[src/rtl/spi_peripheral.sv]
// SPI mode-0 responder: oversamples the SPI pins on clk, shifts a word in on spi_din while
// shifting a buffered word out on spi_dout, and exchanges words with the fabric as a stream.
module spi_peripheral #(
    parameter int unsigned TRANSACTION_LENGTH_BITS = 8,
    parameter int unsigned SYNC_STAGES = 2,
    parameter logic [TRANSACTION_LENGTH_BITS-1:0] IDLE_WORD = '0
) (
    input  logic                               clk,
    input  logic                               rst_n,
    input  logic                               spi_cs_n,
    input  logic                               spi_clk,
    input  logic                               spi_din,
    output logic                               spi_dout,
    input  logic                               axiiv,
    input  logic [TRANSACTION_LENGTH_BITS-1:0] axiid,
    output logic                               axiready,
    output logic                               axiov,
    output logic [TRANSACTION_LENGTH_BITS-1:0] axiod,
    output logic                               frame_error,
    output logic                               tx_underrun
);
    localparam int unsigned N = TRANSACTION_LENGTH_BITS;
    localparam int unsigned CntW = $clog2(N + 1);
    localparam logic [CntW-1:0] CntLast = CntW'(N - 1);

    typedef enum logic [1:0] {StIdle = 2'd0, StShift = 2'd1, StDeselect = 2'd2} state_e;
    state_e state_q, state_d;

    logic [SYNC_STAGES-1:0] cs_sync_q, cs_sync_d, sck_sync_q, sck_sync_d;
    logic [SYNC_STAGES-1:0] din_sync_q, din_sync_d, fill_q, fill_d;
    logic cs_dly_q, cs_dly_d, sck_dly_q, sck_dly_d, armed_q, armed_d;
    logic cs_s, sck_s, din_s, cs_fall, cs_rise, sck_rise, sck_fall, start;

    logic [N-1:0]    hold_q, hold_d, sout_q, sout_d, sin_q, sin_d, axiod_q, axiod_d;
    logic [CntW-1:0] cnt_q, cnt_d;
    logic hold_full_q, hold_full_d, dout_q, dout_d, axiov_q, axiov_d;
    logic ferr_q, ferr_d, under_q, under_d;

    assign cs_s     = cs_sync_q[SYNC_STAGES-1];
    assign sck_s    = sck_sync_q[SYNC_STAGES-1];
    assign din_s    = din_sync_q[SYNC_STAGES-1];
    assign cs_fall  = cs_dly_q & ~cs_s;
    assign cs_rise  = ~cs_dly_q & cs_s;
    assign sck_rise = ~sck_dly_q & sck_s;
    assign sck_fall = sck_dly_q & ~sck_s;
    assign start    = cs_fall & armed_q;

    always_comb begin
        cs_sync_d  = {cs_sync_q[SYNC_STAGES-2:0], spi_cs_n};
        sck_sync_d = {sck_sync_q[SYNC_STAGES-2:0], spi_clk};
        din_sync_d = {din_sync_q[SYNC_STAGES-2:0], spi_din};
        fill_d     = {fill_q[SYNC_STAGES-2:0], 1'b1};
        cs_dly_d   = cs_s;
        sck_dly_d  = sck_s;
        // The chain's reset value is not a pin sample; only arm once a real high cs arrives.
        armed_d    = armed_q | (fill_q[SYNC_STAGES-1] & cs_s);
    end

    always_ff @(posedge clk or negedge rst_n) begin
        if (!rst_n) begin
            cs_sync_q  <= '1;
            sck_sync_q <= '0;
            din_sync_q <= '0;
            fill_q     <= '0;
            cs_dly_q   <= 1'b1;
            sck_dly_q  <= 1'b0;
            armed_q    <= 1'b0;
        end else begin
            cs_sync_q  <= cs_sync_d;
            sck_sync_q <= sck_sync_d;
            din_sync_q <= din_sync_d;
            fill_q     <= fill_d;
            cs_dly_q   <= cs_dly_d;
            sck_dly_q  <= sck_dly_d;
            armed_q    <= armed_d;
        end
    end

    always_ff @(posedge clk or negedge rst_n) begin
        if (!rst_n) begin
            state_q <= StIdle;
        end else begin
            state_q <= state_d;
        end
    end

    always_comb begin
        state_d = state_q;
        case (state_q)
            StIdle: begin
                if (start) state_d = StShift;
            end
            StShift: begin
                if (cs_rise) begin
                    state_d = StIdle;
                end else if (sck_rise && cnt_q == CntLast) begin
                    state_d = StDeselect;
                end
            end
            StDeselect: begin
                if (cs_rise) state_d = StIdle;
            end
            default: state_d = StIdle;
        endcase
    end

    always_comb begin
        hold_d      = hold_q;
        hold_full_d = hold_full_q;
        sout_d      = sout_q;
        sin_d       = sin_q;
        cnt_d       = cnt_q;
        axiod_d     = axiod_q;
        axiov_d     = 1'b0;
        ferr_d      = 1'b0;
        under_d     = 1'b0;
        dout_d      = (state_q == StShift) ? sout_q[N-1] : 1'b0;

        if (axiiv && !hold_full_q) begin
            hold_d      = axiid;
            hold_full_d = 1'b1;
        end

        case (state_q)
            StIdle: begin
                if (start) begin
                    cnt_d = '0;
                    if (hold_full_q) begin
                        sout_d      = hold_q;
                        hold_full_d = 1'b0;
                    end else begin
                        sout_d  = IDLE_WORD;
                        under_d = 1'b1;
                    end
                end
            end
            StShift: begin
                if (cs_rise) begin
                    ferr_d = 1'b1;
                end else begin
                    if (sck_rise) begin
                        sin_d = {sin_q[N-2:0], din_s};
                        cnt_d = cnt_q + CntW'(1);
                        if (cnt_q == CntLast) begin
                            axiod_d = sin_d;
                            axiov_d = 1'b1;
                        end
                    end
                    if (sck_fall) sout_d = {sout_q[N-2:0], 1'b0};
                end
            end
            default: ;
        endcase
    end

    always_ff @(posedge clk or negedge rst_n) begin
        if (!rst_n) begin
            hold_q      <= '0;
            hold_full_q <= 1'b0;
            sout_q      <= '0;
            sin_q       <= '0;
            cnt_q       <= '0;
            axiod_q     <= '0;
            axiov_q     <= 1'b0;
            ferr_q      <= 1'b0;
            under_q     <= 1'b0;
            dout_q      <= 1'b0;
        end else begin
            hold_q      <= hold_d;
            hold_full_q <= hold_full_d;
            sout_q      <= sout_d;
            sin_q       <= sin_d;
            cnt_q       <= cnt_d;
            axiod_q     <= axiod_d;
            axiov_q     <= axiov_d;
            ferr_q      <= ferr_d;
            under_q     <= under_d;
            dout_q      <= dout_d;
        end
    end

    assign spi_dout    = dout_q;
    assign axiready    = ~hold_full_q;
    assign axiov       = axiov_q;
    assign axiod       = axiod_q;
    assign frame_error = ferr_q;
    assign tx_underrun = under_q;
endmodule

[config.mk]
export PLATFORM = sky130hd
export DESIGN_NAME = spi_peripheral
export DESIGN_NICKNAME = d
export VERILOG_FILES = /design/src/rtl/spi_peripheral.sv
export SDC_FILE = /design/constraint.sdc
export NUM_CORES = 1
export LEC_CHECK = 0
export ABC_CLOCK_PERIOD_IN_PS = 1800
export CAP_MARGIN = 20
export CORE_MARGIN = 3
export CORE_UTILIZATION = 50
export CTS_BUF_LIST = sky130_fd_sc_hd__clkbuf_4 sky130_fd_sc_hd__clkbuf_8
export CTS_CLUSTER_SIZE = 8
export DETAILED_ROUTE_END_ITERATION = 8
export HOLD_SLACK_MARGIN = 0.1
export PLACE_DENSITY_LB_ADDON = 0.15
export SKIP_LAST_GASP = 1
export SLEW_MARGIN = 10
export SYNTH_ARGS = -nofsm -noshare
export SYNTH_HDL_FRONTEND = slang
export SYNTH_SLANG_ARGS = --single-unit
[constraint.sdc]
create_clock -name clk -period 1.8 [get_ports clk]
set_input_delay 0.18 -clock clk [delete_from_list [all_inputs] [get_ports clk]]
set_output_delay 0.18 -clock clk [all_outputs]
set_load 0.005 [all_outputs]
==> insert_results.sql <==
INSERT INTO impl_metrics (metric_group, metric, value, unit) VALUES
('run_status', 'status', 'complete, no violations', ''),
('route', 'avgViaCountPerCell', '5.207', ''),
('logic_synthesis', 'postSynthAreaPerCell', '13.44', 'µm²'),
('route', 'total_drc_errors_in_the_routed_layout', '0', ''),
('route', 'detail_route.iter0.violations', '69', ''),
('global_route', 'first_pass_grt_wire_length', '5.940', 'mm'),
('logic_synthesis', 'synthMostInstantiatedCell', 'sky130_fd_sc_hd__dfrtp_1', ''),
('sta', 'max_freq', '0.5764', 'GHz'),
('min_path', 'hold_end', 'cs_sync_q[0]$_DFF_PN1_', ''),
('clock_network', 'clockRootBuffer', 'sky130_fd_sc_hd__clkbuf_8', ''),
('place', 'dp_slack', '54.01', 'ps'),
('die', 'die_x', '71.38', 'µm'),
('logic_synthesis', 'synth_async_sr_flop_share', '1.000', ''),
('place', 'dp_hpwl', '2.469', 'mm'),
('layout', 'regArea', '1330', 'µm²'),
('sta', 'rsz0062_at_grt', 'false', ''),
('route', 'via_count', '1281', ''),
('place', 'dp_cells', '235', ''),
('die', 'initial_core_util', '0.5267', ''),
('setup_path', 'worst_path_max_delay_cell', 'sky130_fd_sc_hd__dfstp_2', ''),
('setup_path', 'timing.critical_path.fanout_max', '5', ''),
('min_path', 'timing.hold.worst.class', 'in -> reg', ''),
('clock_network', 'cts_made_buffers', '5', ''),
('logic_synthesis', 'yosys.area.top_type_share', '0.5855', ''),
('pwr', 'p_leak', '1.202', 'nW'),
('route', 'postRouteAntennaNets', '0', ''),
('setup_path', 'r2r.worst_path.cells', '5', ''),
('logic_synthesis', 'unique_masters_post_synth', '28', ''),
('sta', 'slew_viol_final', '0', ''),
('sta', 'finalHoldWorstSlack', '281.9', 'ps'),
('pwr', 'power.ir.vdd_worst', '0.7080', 'mV'),
('place', 'gp_congestion', '0.7611', ''),
('logic_synthesis', 'synth_top_area_cell', 'sky130_fd_sc_hd__dfrtp_1', ''),
('setup_path', 'worst_path_largest_cell_delay', '550', 'ps'),
('logic_synthesis', 'synthTopCellsByCount', '50 x sky130_fd_sc_hd__dfrtp_1, 24 x sky130_fd_sc_hd__mux2_2, 23 x sky130_fd_sc_hd__nand2_1', ''),
('layout', 'diodes', '0', ''),
('logic_synthesis', 'ys_warn_count', '0', ''),
('setup_path', 'regToRegEndpoint', 'axiod[3]$_DFFE_PN0P_', ''),
('logic_synthesis', 'synth_flop_cell', 'sky130_fd_sc_hd__dfrtp_1', ''),
('setup_path', 'worst-endpoint-arrival', '1920', 'ps'),
('logic_synthesis', 'netlist_instances', '159', ''),
('clock_network', 'clock_sink_count', '53', ''),
('pwr', 'cellPowerDensity', '1160', 'nW/µm²'),
('global_route', 'gr_ovfl_total', '0', ''),
('layout', 'area_growth', '22.42', '%'),
('setup_path', 'timing_worst_setup_path_type', 'reg -> reg', ''),
('die', 'fp-row-count', '23', ''),
('die', 'pin_count', '27', ''),
('layout', 'fin_area', '2616', 'µm²'),
('min_path', 'worst_hold_path.num_cells', '1', ''),
('clock_network', 'htree_num_levels', '2', ''),
('layout', 'filler_free_cell_count_of_the_finished_design', '246', ''),
('min_path', 'hold_path_startpoint', 'spi_cs_n', ''),
('logic_synthesis', 'synth_area_leaders', 'sky130_fd_sc_hd__dfrtp_1 59%, sky130_fd_sc_hd__mux2_2 13%, sky130_fd_sc_hd__mux2_4 5.6%', ''),
('global_route', 'vias_in_the_first_global_route', '1326', ''),
('clock_network', 'worstSkewPairLatency', '300', 'ps'),
('clock_network', 'cts_tree', 'built', ''),
('route', 'wl', '3.415', 'mm'),
('layout', 'post_route_cells_drive_above_1_share', '0.2959', ''),
('clock_network', 'clock_path_buffers', '2', ''),
('route', 'detailedRoute.firstPassIterationCount', '4', ''),
('die', 'die_h', '71.38', 'µm'),
('setup_path', 'critical_path.cell_chain', 'and2b_4, nor3_4, nor3b_4, buf_6, mux2_4', ''),
('layout', 'multi_input_area', '769.5', 'µm²'),
('layout', 'num-fill-cells', '300', ''),
('logic_synthesis', 'synth_enable_flop_cells', '0', ''),
('setup_path', 'rrSetupSlack', '60', 'ps'),
('setup_path', 'data_required_time_of_the_worst_path', '1990', 'ps'),
('route', 'routedWlPerCell', '13.88', 'µm'),
('setup_path', 'crit_start_category', 'flip-flop', ''),
('logic_synthesis', 'synth.cell_area', '2137', 'µm²');
registers in the layout, summed over array words and instances (netlist names):
register / cells
sck_sync_q: 2
fill_q: 2
hold_q: 8
cs_dly_q: 1
din_sync_q: 2
axiod: 8
hold_full_q: 1
cnt_q: 4
tx_underrun: 1
sck_dly_q: 1
spi_dout: 1
state_q: 2
armed_q: 1
sout_q: 8
frame_error: 1
cs_sync_q: 2
axiov: 1
sin_q: 7
layout by cell type (no fill, tap or decap), drive strengths merged, types with 2 or more instances in the layout:
cell	instances
dfrtp	50
mux2	32
clkdlybuf4s50	25
nand2	23
nand3	11
buf	9
clkbuf	8
o21ai	4
inv	3
dfstp	3
o31ai	3
and2	2
a21o	2
nor4bb	2
nor2	2
nand2b	2
nor2b	2
a21oi	2
and2b	2
nor3	2
worst max-delay path by stage:
stage | cells after the start | start | to
6_report | 5 | cs_dly_q$_DFF_PN1_ | axiod[3]$_DFFE_PN0P_
5_1_grt | 5 | cs_dly_q$_DFF_PN1_ | axiod[3]$_DFFE_PN0P_
4_1_cts | 5 | cs_dly_q$_DFF_PN1_ | axiod[3]$_DFFE_PN0P_
3_5_place_dp | 5 | cs_dly_q$_DFF_PN1_ | axiod[3]$_DFFE_PN0P_
3_3_place_gp | 5 | cs_dly_q$_DFF_PN1_ | axiod[0]$_DFFE_PN0P_
2_1_floorplan | 5 | cs_dly_q$_DFF_PN1_ | axiod[0]$_DFFE_PN0P_
what timing repair did:
action	4_1_cts	5_1_grt
endpoints found under the setup margin	0	9
hold buffers	1	0
setup buffers	0	1
resized for setup	0	6
hold endpoints to repair	22	0
layer usage:
metal / wire, µm / global-route usage / vias up
li1: - / - / 617
met1: 1469 / 0.1811 / 634
met2: 1745 / 0.2459 / 28
met3: 187 / 0.05610 / 2
met4: 13 / 0.03758 / 0
met5: 0 / 0 / -
power breakdown:
group	total (mW)	switching (mW)	internal [mW]
Combinational	0.667	0.264	0.402
Clock	0.690	0.346	0.344
Sequential	1.68	0.200	1.48
Total	3.04	0.810	2.23
per-stage QoR:
step | total power [mW] | utilization | TNS, ps
floorplan | 2.137 | - | -595.2
global placement | 2.316 | 0.6099 | 0
global route | 3.250 | 0.6448 | 0
CTS | 3.072 | 0.6364 | 0
detailed placement | 2.376 | 0.6099 | 0
finish | 3.036 | 0.6448 | 0
critical path, delay by kind of cell (launching register included):
family	cells	cell delay [ps]
buffers and inverters	1	170
flip-flops	1	550
multiplexers	1	300
AND/OR/NAND/NOR	3	610
layout make-up:
type                    count  area share
well taps                  50     0.02391
inverters                   3    0.004304
clock buffers               8     0.03730
repair buffers             35      0.1320
multi-input cells          97      0.2941
flip-flops and latches     53      0.5084
logic make-up (layout without fill, tap and decap cells):
group | after synthesis | after routing | share of synthesized area
simple gates | 52 | 52 | 0.1329
other cells | 1 | 1 | 0.001755
flops | 53 | 53 | 0.6224
fa+ha+maj | 1 | 1 | 0.005854
buf+inv | 9 | 46 | 0.02283
mux | 32 | 32 | 0.1827
compound gates | 11 | 11 | 0.03161
(Power assumes the default switching activity.)
